===== src/rtl/fork_two_outputs_if.sv =====
// rtl/fork_two_outputs_if.sv - FIFO-side handshake bundle for the two-way sample fork
interface fork_two_outputs_if #(
  parameter int DATA_WIDTH = 32
);
  logic                  in_rd_en;
  logic                  in_empty;
  logic [DATA_WIDTH-1:0] in_dout;
  logic                  outA_wr_en;
  logic                  outA_full;
  logic [DATA_WIDTH-1:0] outA_din;
  logic                  outB_wr_en;
  logic                  outB_full;
  logic [DATA_WIDTH-1:0] outB_din;

  // master: the fork itself; slave: the surrounding FIFOs
  modport master (
    output in_rd_en,
    input  in_empty,
    input  in_dout,
    output outA_wr_en,
    input  outA_full,
    output outA_din,
    output outB_wr_en,
    input  outB_full,
    output outB_din
  );

  modport slave (
    input  in_rd_en,
    output in_empty,
    output in_dout,
    input  outA_wr_en,
    output outA_full,
    input  outA_din,
    input  outB_wr_en,
    output outB_full,
    input  outB_din
  );
endinterface


===== src/rtl/fork_two_outputs.sv =====
// rtl/fork_two_outputs.sv - pops one FWFT FIFO and pushes each sample once into FIFO A and FIFO B
module fork_two_outputs #(
  parameter int DATA_WIDTH  = 32,
  parameter bit B_NEGATE    = 1'b0,
  parameter int COUNT_WIDTH = 32
) (
  input  logic                   clock,
  input  logic                   reset,
  fork_two_outputs_if.master     bus,
  output logic [COUNT_WIDTH-1:0] pop_count
);

  localparam logic [DATA_WIDTH-1:0] MOST_NEG = {1'b1, {(DATA_WIDTH-1){1'b0}}};
  localparam logic [DATA_WIDTH-1:0] MOST_POS = {1'b0, {(DATA_WIDTH-1){1'b1}}};

  logic [DATA_WIDTH-1:0] reg_a;
  logic [DATA_WIDTH-1:0] reg_b;
  logic [DATA_WIDTH-1:0] b_next;
  logic                  valid_a;
  logic                  valid_b;
  logic                  free_a;
  logic                  free_b;
  logic                  pop;

  // Negating the most negative value would overflow, so it clamps to the most positive.
  always_comb begin
    b_next = bus.in_dout;
    if (B_NEGATE) begin
      if (bus.in_dout == MOST_NEG) begin
        b_next = MOST_POS;
      end else begin
        b_next = -bus.in_dout;
      end
    end
  end

  // Gating with reset keeps every strobe low for as long as reset is held.
  assign bus.outA_wr_en = reset && valid_a && !bus.outA_full;
  assign bus.outB_wr_en = reset && valid_b && !bus.outB_full;
  assign bus.outA_din   = reg_a;
  assign bus.outB_din   = reg_b;

  assign free_a       = !valid_a || bus.outA_wr_en;
  assign free_b       = !valid_b || bus.outB_wr_en;
  assign pop          = reset && !bus.in_empty && free_a && free_b;
  assign bus.in_rd_en = pop;

  always_ff @(posedge clock or negedge reset) begin
    if (!reset) begin
      reg_a     <= '0;
      reg_b     <= '0;
      valid_a   <= 1'b0;
      valid_b   <= 1'b0;
      pop_count <= '0;
    end else if (pop) begin
      reg_a     <= bus.in_dout;
      reg_b     <= b_next;
      valid_a   <= 1'b1;
      valid_b   <= 1'b1;
      pop_count <= pop_count + {{(COUNT_WIDTH-1){1'b0}}, 1'b1};
    end else begin
      if (bus.outA_wr_en) begin
        valid_a <= 1'b0;
      end
      if (bus.outB_wr_en) begin
        valid_b <= 1'b0;
      end
    end
  end

endmodule


===== src/flat_wrapper.sv =====
// flat-port wrapper written by rule: the top's interface ports become plain ports
module fork_two_outputs_flat 
#(
  parameter int DATA_WIDTH  = 32,
  parameter bit B_NEGATE    = 1'b0,
  parameter int COUNT_WIDTH = 32
)
  (clock, reset, pop_count, bus_in_rd_en, bus_in_empty, bus_in_dout, bus_outA_wr_en, bus_outA_full, bus_outA_din, bus_outB_wr_en, bus_outB_full, bus_outB_din);
  fork_two_outputs_if #(.DATA_WIDTH(DATA_WIDTH)) bus_i ();
  input  logic clock;
  input  logic reset;
  output logic [COUNT_WIDTH-1:0] pop_count;
  output wire logic [$bits(bus_i.in_rd_en)-1:0] bus_in_rd_en;
  input wire logic [$bits(bus_i.in_empty)-1:0] bus_in_empty;
  input wire logic [$bits(bus_i.in_dout)-1:0] bus_in_dout;
  output wire logic [$bits(bus_i.outA_wr_en)-1:0] bus_outA_wr_en;
  input wire logic [$bits(bus_i.outA_full)-1:0] bus_outA_full;
  output wire logic [$bits(bus_i.outA_din)-1:0] bus_outA_din;
  output wire logic [$bits(bus_i.outB_wr_en)-1:0] bus_outB_wr_en;
  input wire logic [$bits(bus_i.outB_full)-1:0] bus_outB_full;
  output wire logic [$bits(bus_i.outB_din)-1:0] bus_outB_din;
  assign bus_in_rd_en = bus_i.in_rd_en;
  assign bus_i.in_empty = bus_in_empty;
  assign bus_i.in_dout = bus_in_dout;
  assign bus_outA_wr_en = bus_i.outA_wr_en;
  assign bus_i.outA_full = bus_outA_full;
  assign bus_outA_din = bus_i.outA_din;
  assign bus_outB_wr_en = bus_i.outB_wr_en;
  assign bus_i.outB_full = bus_outB_full;
  assign bus_outB_din = bus_i.outB_din;
  fork_two_outputs #(.DATA_WIDTH(DATA_WIDTH), .B_NEGATE(B_NEGATE), .COUNT_WIDTH(COUNT_WIDTH)) u_core (.clock(clock), .reset(reset), .bus(bus_i), .pop_count(pop_count));
endmodule

===== config.mk =====
export PLATFORM = sky130hd
export DESIGN_NAME = fork_two_outputs_flat
export DESIGN_NICKNAME = d
export VERILOG_FILES = /design/src/rtl/fork_two_outputs_if.sv /design/src/rtl/fork_two_outputs.sv /design/src/flat_wrapper.sv
export SDC_FILE = /design/constraint.sdc
export NUM_CORES = 1
export LEC_CHECK = 0
export BUFFER_PORTS_ARGS = -buffer_cell sky130_fd_sc_hd__clkbuf_2
export CAP_MARGIN = 0
export CORE_ASPECT_RATIO = 1.4
export CORE_UTILIZATION = 30
export CTS_BUF_LIST = sky130_fd_sc_hd__clkbuf_4 sky130_fd_sc_hd__clkbuf_8
export CTS_CLUSTER_DIAMETER = 120
export DETAILED_ROUTE_END_ITERATION = 7
export PLACE_DENSITY = 0.66
export SYNTH_ARGS = -nofsm -noshare
export SYNTH_HDL_FRONTEND = slang
export SYNTH_SLANG_ARGS = --single-unit

===== constraint.sdc =====
create_clock -name clock -period 1.7 [get_ports clock]
set_clock_uncertainty 0.1 [all_clocks]
set_input_delay 0.085 -clock clock [delete_from_list [all_inputs] [get_ports clock]]
set_output_delay 0.085 -clock clock [all_outputs]
set_load 0.005 [all_outputs]

# Yosys cells after proc, flatten, opt, wreduce, memory -nomap -nowiden
# Index checks and enable logic that the tools add are counted.
[word_totals] register_bits=66 inputBits=37 output_inout_bits=99 elab_cells=25
[classes] n_addsub=1 muxes=4 n_reduce_logical=16
[ops] cell="32-bit by 1-bit adder with 32-bit output, second input constant" n=1
[ops] cell="1-bit logical AND" n=7
[ops] cell="1-bit zero test" n=5
[ops] cell="1-bit 2-to-1 mux" n=4
[ops] cell="2-bit nonzero test" n=2
[ops] cell="1-bit logical OR" n=2

# Longest topological paths before layout
# Gate-level depths: netlist of run 1.
[logic_depth] ltp_word=6 depth_mapped=6 ltp_nobuf=6

# Worst setup path before layout of run 1
# Ideal clock, no wire load.
[synth_timing] kind="reg2reg" from="register u_core.pop_count[0]" to="register u_core.pop_count[26]" setup_time_ns=0.123 arrival_time_ns=1.618 required_ns=1.477 setup_slack_ns=-0.142 path_stages_with_launch=7 path_buffers=0 synth_period_minus_slack_ns=1.842 cell_sequence="dfrtp_1 > ha_1 > a21boi_0 > nand4_2 > nor4_4 > nand3_1 > xnor2_1"
[synth_via] elab_chain_cells=1
[synth_rtl] item="start, declared" line="fork_two_outputs.sv:10" text="output logic [COUNT_WIDTH-1:0] pop_count"
[synth_rtl] item="start signal, assigned" line="fork_two_outputs.sv:60" text="pop_count <= pop_count + {{(COUNT_WIDTH-1){1'b0}}, 1'b1};"
[synth_rtl] item="32-bit by 1-bit adder with 32-bit output" line="fork_two_outputs.sv:60"
# No other way between the ends.
# A chain may end at the register's enable or synchronous reset.

# Worst setup path in the final report of run 1
[layout_timing] from="register u_core.pop_count[4]" to="register u_core.pop_count[29]"
# The elaborated chain is that of the path after synthesis.

==> results.yml, run 1 <==
logic_synthesis:
  synthCells: 306
  synth.distinct_cells: 30
  synth_area_mm2: 0.00303
  yosys.area_share.simple: 0.262
  ys_warn_count: 0
  synthMuxAreaShare: 0
  ys_seq_area_frac: 0.545
  synth_xor_area_frac: 0.0896
  synth_ff_type: "dfrtp_1"
  synth_area_leaders: "dfrtp_1 (55%), nand2_1 (14%), buf_4 (7.9%)"
  synth_top_area_share: 0.545
  synth_top_family_by_area: "simple AND/OR/NAND/NOR gates"
  yosysTopAreaCell: "dfrtp_1"
  synth_compound_area_frac: 0.00702
  synth-seq-cells: 66
  synth_edf_count: 0
  syn_nets: 344
  synthArstFlopShare: 1.00
  synth_area_per_cell_um2: 9.90
  yosys.area_share.adder: 0.00413
place:
  routabilityCongestion: 0.761
  dpl_cell_area_mm2: 0.00383
  port_buffers: 135
  hpwlAfterDp_um: 5180
  placed_cells: 566
pwr:
  switching_share: 0.285
  power_frac_comb: 0.242
  p_int_uw: 3380
  p_clk_frac: 0.337
  p_leak_uw: 0.00255
  seq_power_share: 0.422
  powerDensity_mw_per_mm2: 1030
  ir_drop_v: 0.000448
  power.switching_uw: 1350
  power.total_uw: 4730
floorplanning:
  boundaryPins: 136
  row_count: 43
  die_y_um: 121
  start_util: 0.308
  die_x_um: 86.9
  core_mm2: 0.00985
  dieArea_mm2: 0.0105
final_layout:
  antenna_cells: 0
  utilization: 0.465
  stdcell_count: 625
  final_area_mm2: 0.00458
  area_growth_pct: 51.3
  mostFrequentLayoutCell: "clkbuf_2"
  layout-drive-gt1-share: 0.429
  layout_common_cells: "clkbuf_2 (134), nand2_1 (111), dfrtp_1 (65), buf_4 (36), dlygate4sd3_1 (34)"
  fin_nets: 523
global_routing:
  grt.total_usage: 0.149
  grt_pass1_wl_um: 11800
  overflow: 0
  grt_pass1_vias: 2611
  grt_max_degree: 64
  antenna_found_initial: 0
detailed_routing:
  ant_nets: 0
  vias: 2654
  drtIter0Drc: 116
  firstDrtPassIters: 8
  wirelength_um: 7750
  route.detailed.drc: 0
  drt-vias-per-instance: 4.25
  wl_per_cell_um: 12.4
timing:
  post-route-min-period_ns: 1.69
  slew_headroom: 0.471
  max_slew.worst_pin.slew_ns: 0.794
  rsz0062_at_grt: "yes"
  finalSetupViolCount: 0
  slew_viol_final: 0
  max_freq_ghz: 0.590
  hold_viol_final: 0
  min_period_over_period: 0.996
worst_hold_path:
  holdCritStartpoint: "bus_outB_full"
  hp-class: "in -> reg"
  hold_depth: 3
  worstHoldEndpoint: "u_core.valid_b"
setup_path:
  cp_num_buf_inv: 1
  cpLargestDelayFamily: "simple AND/OR/NAND/NOR gates"
  cp_max_fo: 4
  r2r_cells: 6
  criticalPathCategory: "reg -> reg"
  regToRegSetupSlack_ns: 0.006
  r2r-end: "u_core.pop_count[29]"
  reg2reg_from: "u_core.pop_count[4]"
  start_kind: "register"
  path_cells: "and4_4 > nand4_4 > nor4_4 > buf_4 > nand4_1 > xnor2_1"
  cp.arrival_ns: 1.84
  critical_path.max_stage_delay_ns: 0.35
  worstPathRequired_ns: 1.84
  crit_path_top_delay_cell: "dfrtp_1"
  end_kind: "register"
job:
  maxCapViolCount: 0
clock_network:
  cts_tree: "built"
  cts-root-buf: "clkbuf_8"
  clk_path_buf_depth: 2
  htreeDepth: 3
  cts.clk_slew.worst_paths_ns: 0.08
  clkSinkCount: 66
  numCtsBuffers: 9
  clock_latency_ns: 0.34
status:
  status: "complete, no violations"
-- power groups by stage --
stage / Sequential, uW / Combinational (uW) / Clock, uW
finish: 1990 / 1140 / 1590
global route: 2020 / 1290 / 1710
CTS: 1990 / 1120 / 1660
detailed placement: 2020 / 1030 / 0
global placement: 2000 / 1030 / 0
floorplan: 2050 / 573 / 0
-- worst max-delay path by stage --
| stage | start | endpoint | slack, ns | cells after the start |
|---|---|---|---|---|
| floorplan | u_core.pop_count[0] | u_core.pop_count[22] | 0.02 | 6 |
| detailed placement | u_core.pop_count[4] | u_core.pop_count[27] | -0.06 | 5 |
| CTS | u_core.valid_b | bus_in_rd_en | 0.001 | 5 |
| global placement | u_core.pop_count[0] | u_core.pop_count[22] | -0.01 | 6 |
| finish | u_core.pop_count[4] | u_core.pop_count[29] | 0.006 | 6 |
| global route | u_core.pop_count[1] | u_core.pop_count[26] | -0.08 | 6 |
-- cell usage after synthesis (2+ instances only) --
cell	number
and4_4	2
and2_1	2
and3_1	7
nand3_1	12
nand4_4	2
nor4_4	2
xor2_1	10
dfrtp_1	66
buf_1	4
inv_1	2
xnor2_1	21
nor3_1	4
nand2_1	113
and4_1	2
buf_4	32
nand4_1	6
nor2_1	5
clkbuf_1	2
-- worst min-delay path: stages --
cell and delay [ns]:
clkbuf_2 0.15, nand2b_1 0.14, a22o_1 0.15
-- final cells by class --
class	count	area, um2
fillers	932	5260
flip-flops and latches	66	1650
repair buffers	207	1330
multi-input cells	198	1170
well taps	135	169
clock buffers	9	124
clock inverters	7	116
inverters	3	18.8
-- sequential cells by signal (all words and copies together), names as in the netlist --
register	cells
u_core.bus.outA_din	32
u_core.pop_count	32
u_core.valid_a	1
u_core.valid_b	1
-- stage by stage --
step / setup TNS, ns / hold slack [ns] / setup WS (ns)
floorplan: 0 / -0.311 / 0.0176
global placement: -0.0128 / -0.0450 / -0.0114
detailed placement: -0.206 / -0.0373 / -0.0583
CTS: 0 / 0.0583 / 0.00147
global route: -0.483 / 0.146 / -0.0766
finish: 0 / 0.116 / 0.00628
-- layer usage --
layer | up-vias | wire length (um) | share of wire | global-route usage
met4 | 0 | 111 | 0.014 | 0.0656
li1 | 1307 | - | - | -
met3 | 8 | 413 | 0.053 | 0.0395
met2 | 92 | 4050 | 0.52 | 0.261
met5 | - | 0 | 0 | 0
met1 | 1247 | 3180 | 0.41 | 0.165
-- timing repair --
action | 4_1_cts | 5_1_grt
pin swaps | 1 | 8
gates cloned | 0 | 1
endpoints found under the hold margin | 36 | 0
buffers inserted | 2 | 6
setup endpoints to repair | 12 | 15
gates resized for setup | 11 | 11
hold buffers | 34 | 0
-- logic make-up after synthesis --
family	count (synthesis)
flops	66
compound gates	3
xor+xnor	31
simple gates	163
buf+inv	42
fa+ha+maj	1
Note: power is estimated with default switching activity, not from simulation.
==> run 2, diff against run 1 <==
--- a/config.mk
+++ b/config.mk
@@ -8,11 +8,12 @@
 export BUFFER_PORTS_ARGS = -buffer_cell sky130_fd_sc_hd__clkbuf_2
 export CAP_MARGIN = 0
 export CORE_ASPECT_RATIO = 1.4
+export CORE_MARGIN = 3
 export CORE_UTILIZATION = 30
 export CTS_BUF_LIST = sky130_fd_sc_hd__clkbuf_4 sky130_fd_sc_hd__clkbuf_8
 export CTS_CLUSTER_DIAMETER = 120
 export DETAILED_ROUTE_END_ITERATION = 7
-export PLACE_DENSITY = 0.66
+export PLACE_DENSITY = 0.64
 export SYNTH_ARGS = -nofsm -noshare
 export SYNTH_HDL_FRONTEND = slang
 export SYNTH_SLANG_ARGS = --single-unit
==> constraint.sdc (replaced) <==
create_clock -name clock -period 1.4 [get_ports clock]
set_clock_uncertainty 0.1 [all_clocks]
set_input_delay 0.07 -clock clock [delete_from_list [all_inputs] [get_ports clock]]
set_output_delay 0.07 -clock clock [all_outputs]
set_load 0.005 [all_outputs]
==> run 2 against run 1 <==
  * Utilization up 5.4 points
  * Largest cell class unchanged
  * Power up 18%
  * Count of clock-buffer cells in the layout up 4
  * Register-to-register slack worse by 0.27 ns
  * Highest routed layer unchanged
  * Die area up 8.1%
  * First-iteration DRC count down 40%
  * The run now ends with setup timing left
  * Critical endpoint is now u_core.pop_count[31]
==> results.yml, run 2 (synthesized netlist as in run 1, its figures left out) <==
detailed_routing:
  firstDrtPassIters: 4
  ant_nets: 0
  top_layer: "met4"
  wirelength_um: 8660
  drtIter0Drc: 70
  drt-vias-per-instance: 4.32
  met2_length_um: 4730
  wl_per_cell_um: 13.3
  wl_met3_um: 469
  vias: 2806
  route.detailed.drc: 0
  drt-met1-wl_um: 3330
setup_path:
  cp.arrival_ns: 1.79
  worstPathRequired_ns: 1.53
  end_kind: "register"
  path_cells: "and4_4 > nand4_4 > nor4_4 > buf_6 > nand4_1 > xnor2_1"
  critical_path.max_stage_delay_ns: 0.36
  regToRegSetupSlack_ns: -0.26
  start_kind: "register"
  cp_max_fo: 6
  crit_path_top_delay_cell: "dfrtp_1"
  r2r_cells: 6
  criticalPathCategory: "reg -> reg"
timing:
  rsz0062_at_grt: "yes"
  slew_headroom: 0.313
  min_period_over_period: 1.19
  finalSetupTns_ns: -5.74
  post-route-min-period_ns: 1.66
  hold_viol_final: 0
  max_slew.worst_pin.slew_ns: 1.03
  slew_viol_final: 0
  max_freq_ghz: 0.603
  finalSetupViolCount: 46
  setup_ws_ns: -0.259
clock_network:
  numCtsBuffers: 9
  clock_latency_ns: 0.34
  cts_tree: "built"
  cts.clk_slew.worst_paths_ns: 0.07
  cts-root-buf: "clkbuf_8"
  htreeDepth: 3
  clkSinkCount: 66
  clk_path_buf_depth: 2
final_layout:
  antenna_cells: 0
  area_growth_pct: 65.8
  layout-drive-gt1-share: 0.541
  layout_common_cells: "clkbuf_2 (132), nand2_1 (84), dfrtp_1 (66), buf_4 (51), dlygate4sd3_1 (34)"
  mostFrequentLayoutCell: "clkbuf_2"
  utilization: 0.520
  fin_nets: 552
  stdcell_count: 650
place:
  hpwlAfterDp_um: 5830
  routabilityCongestion: 0.803
  placed_cells: 587
  port_buffers: 135
global_routing:
  overflow: 0
  antenna_found_initial: 0
  grt_pass1_wl_um: 13800
  grt.total_usage: 0.151
  grt_max_degree: 44
  grt_pass1_vias: 2865
worst_hold_path:
  hold_depth: 3
  hp-class: "in -> reg"
floorplanning:
  dieArea_mm2: 0.0114
  start_util: 0.313
  row_count: 42
  die_y_um: 125
  die_x_um: 90.9
  boundaryPins: 136
  core_mm2: 0.00967
pwr:
  p_leak_uw: 0.00280
  powerDensity_mw_per_mm2: 1110
  ir_drop_v: 0.000471
  power.total_uw: 5580
status:
  violations: "setup timing"
  status: "finished, violations left"
job:
  maxCapViolCount: 0
-- run 2: cell count changes in the layout (fill, tap and decap cells not counted), sizes merged --
| cell | previous run | this run |
|---|---|---|
| bufinv | 3 | 0 |
| clkbuf | 144 | 147 |
| clkinv | 2 | 1 |
| dlymetal6s4s | 0 | 1 |
| inv | 4 | 3 |
| buf | 38 | 67 |
-- run 2: metrics by stage --
stage	setup WS (ns)	hold WS, ns	instance area [um2]
2_1_floorplan	-0.276	-0.326	3060
3_3_place_gp	-0.208	0.0716	4040
3_5_place_dp	-0.281	0.0656	4040
4_1_cts	-0.289	0.00602	4710
5_1_grt	-0.356	0.0553	5020
6_report	-0.259	0.0498	5020
-- run 2: repair_timing --
item / in CTS / in global routing
endpoints found under the hold margin: 56 / 0
gates cloned: 0 / 2
hold buffers: 35 / 0
pin swaps: 12 / 42
endpoints found under the setup margin: 63 / 89
setup buffers: 7 / 8
gates resized for setup: 21 / 66
-- run 2: cell type report --
cell class | instances | area (um2)
fill | 892 | 4650
sequential | 66 | 1650
timing repair buffer | 236 | 1640
multi-input combinational | 198 | 1370
clock buffer | 13 | 166
tap | 132 | 165
inverter | 3 | 18.8
clock inverter | 2 | 12.5
-- run 2: worst max-delay path: cells and delay by family (launching register included) --
family	cells	cell delay [ns]
and+or+nand+nor	4	0.80
DFF	1	0.36
buffers and inverters	1	0.16
xor gates and xnor gates	1	0.14
-- run 2: final timing paths --
check,startpoint,end
max,u_core.pop_count[5],u_core.pop_count[31]
min,bus_outA_full,u_core.valid_b
max reg2reg,u_core.pop_count[5],u_core.pop_count[31]
min reg2reg,u_core.pop_count[31],u_core.pop_count[31]
max in group asynchronous,reset,u_core.pop_count[18]
min in group asynchronous,reset,u_core.bus.outA_din[18]
-- run 2: power breakdown --
| group | leakage [uW] | total [uW] | internal (uW) | switching, uW |
|---|---|---|---|---|
| clock network | 0.0000923 | 1440 | 766 | 673 |
| registers | 0.000861 | 2460 | 2200 | 257 |
| logic | 0.00184 | 1680 | 909 | 768 |
| total | 0.00280 | 5580 | 3880 | 1700 |
-- run 2: layer usage --
metal,vias up,GRT usage
li1,1365,-
met1,1348,0.171
met4,0,0.0560
met2,82,0.266
met5,-,0
met3,11,0.0423
==> run 3, diff against run 2 <==
--- a/config.mk
+++ b/config.mk
@@ -9,11 +9,11 @@
 export CAP_MARGIN = 0
 export CORE_ASPECT_RATIO = 1.4
 export CORE_MARGIN = 3
-export CORE_UTILIZATION = 30
+export CORE_UTILIZATION = 44
 export CTS_BUF_LIST = sky130_fd_sc_hd__clkbuf_4 sky130_fd_sc_hd__clkbuf_8
 export CTS_CLUSTER_DIAMETER = 120
 export DETAILED_ROUTE_END_ITERATION = 7
-export PLACE_DENSITY = 0.64
+export PLACE_DENSITY = 0.85
 export SYNTH_ARGS = -nofsm -noshare
 export SYNTH_HDL_FRONTEND = slang
 export SYNTH_SLANG_ARGS = --single-unit
==> constraint.sdc (replaced) <==
create_clock -name clock -period 1.4 [get_ports clock]
set_clock_uncertainty 0.1 [all_clocks]
set_input_delay 0.14 -clock clock [delete_from_list [all_inputs] [get_ports clock]]
set_output_delay 0.14 -clock clock [all_outputs]
set_load 0.005 [all_outputs]
==> run 3 against run 2 <==
  * The run still ends with setup timing left
  * Via count increased by 5.2%
  * Global-route usage increased by 8.1 points
  * Utilization increased by 26 points
  * Hold slack got worse by 0.031 ns
  * Combinational power increased by 11%
  * First-iteration DRC count increased by 29%
  * Power increased by 3.3%
  * Die area decreased by 30%
  * Critical path type unchanged
==> results.yml, run 3 (synthesized netlist as in run 1, its figures left out) <==
setup_path:
  start_kind: "register"
  cp.arrival_ns: 1.87
  cp_max_fo: 6
  criticalPathCategory: "reg -> reg"
  worstPathRequired_ns: 1.52
  end_kind: "register"
global_routing:
  grt_max_degree: 56
  grt_pass1_vias: 3038
  use_met2: 0.425
  antenna_found_initial: 0
  top_usage_layer: "met2"
  overflow: 0
  grt_pass1_wl_um: 14700
  met1_usage: 0.255
  grt_util_met3: 0.0390
  grt.total_usage: 0.232
clock_network:
  cts-root-buf: "clkbuf_8"
  cts_tree: "built"
  clk_path_buf_depth: 2
  numCtsBuffers: 9
  clock_latency_ns: 0.34
  cts.clk_slew.worst_paths_ns: 0.07
  clkSinkCount: 66
  htreeDepth: 3
floorplanning:
  row_count: 35
  start_util: 0.458
  dieArea_mm2: 0.00793
  core_mm2: 0.00661
  die_y_um: 104
  boundaryPins: 136
  die_x_um: 76.1
pwr:
  powerDensity_mw_per_mm2: 1110
  ir_drop_v: 0.000665
  p_leak_uw: 0.00293
  power.total_uw: 5760
final_layout:
  area_growth_pct: 71.2
  layout-drive-gt1-share: 0.596
  stdcell_count: 614
  nFillCells: 410
  mostFrequentLayoutCell: "clkbuf_2"
  multi_input_area_mm2: 0.00152
  antenna_cells: 0
  fin_nets: 555
  layout_common_cells: "clkbuf_2 (131), dfrtp_1 (66), nand2_1 (61), buf_4 (49), nand2_2 (36)"
  register_area_mm2: 0.00165
timing:
  finalSetupViolCount: 58
  max_slew.worst_pin.slew_ns: 0.695
  min_period_over_period: 1.25
  hold_viol_final: 0
  finalSetupTns_ns: -10.13
  hold_ws_ns: 0.0186
  slew_headroom: 0.537
  slew_viol_final: 0
  post-route-min-period_ns: 1.75
  setup_ws_ns: -0.346
  rsz0062_at_grt: "yes"
  max_freq_ghz: 0.573
place:
  hpwlAfterDp_um: 5710
  pre_cts_slack_ns: -0.281
  placed_cells: 545
  port_buffers: 135
  routabilityCongestion: 0.882
status:
  violations: "setup timing"
  status: "finished, violations left"
detailed_routing:
  wirelength_um: 9870
  drt-vias-per-instance: 4.81
  firstDrtPassIters: 4
  drtIter0Drc: 90
  route.detailed.drc: 0
  ant_nets: 0
  vias: 2953
  wl_per_cell_um: 16.1
worst_hold_path:
  hp-class: "in -> async"
job:
  maxCapViolCount: 0
-- run 3: cell types whose count changed in the layout (fill, tap and decap cells not counted), moves of 2 or more --
cell / delta
nand2_4: +11
nand2_2: +12
xnor2_1: -3
clkinv_2: +2
nor2_2: -2
buf_4: -2
xnor2_2: +3
buf_6: +4
nand2_1: -23
-- run 3: what timing repair did --
action                                 in CTS  in global routing
pin swaps                                  25                 66
hold buffers                               33                  0
setup buffers                               7                 11
cloned                                      1                  2
setup endpoints to repair                  62                 65
endpoints found under the hold margin      43                  0
gates resized for setup                    41                 95
-- run 3: final timing paths --
kind	start	endpoint	slack, ns	depth (start not counted)
worst max-delay path	u_core.pop_count[4]	u_core.pop_count[29]	-0.35	6
worst min-delay path	reset	u_core.bus.outA_din[13]	0.02	3
worst max register to register	u_core.pop_count[4]	u_core.pop_count[29]	-0.35	6
worst min register to register	u_core.pop_count[31]	u_core.pop_count[31]	0.38	1
max in group asynchronous	reset	u_core.bus.outA_din[6]	0.49	3
min in group clock	bus_outA_full	u_core.valid_a	0.07	4
-- run 3: critical path, stage by stage, from the launching register on --
cell and delay, ns:
dfrtp_1 0.36, and4_4 0.27, nand4_4 0.13, nor4_4 0.32, buf_6 0.19, nand4_1 0.12
xnor2_1 0.14
-- run 3: per-layer routing --
layer  part of all wire  vias to the layer above  routed length [um]
li1                   -                     1372                   -
met1               0.37                     1454                3620
met2               0.56                      102                5570
met3              0.039                       25                 389
met4              0.029                        0                 282
met5                  0                        -                   0
-- run 3: layout make-up --
class                   instances  share of cell area
clock buffers                  13              0.0309
clock inverters                 3             0.00290
inverters                       3             0.00458
multi-input cells             198               0.292
flip-flops and latches         66               0.318
well taps                      92              0.0222
repair buffers                239               0.329
-- run 3: per-stage QoR --
step	area (um2)	utilization
after floorplan	3060	-
after global placement	3970	0.600
after detailed placement	3970	0.600
after CTS	4720	0.714
after global routing	5190	0.784
final	5190	0.784
-- run 3: where the power goes --
part	leakage, uW	internal [uW]	total [uW]	switching, uW
registers	0.000861	2200	2480	278
logic	0.00198	989	1860	875
clock network	0.0000974	742	1420	674
total	0.00293	3930	5760	1830
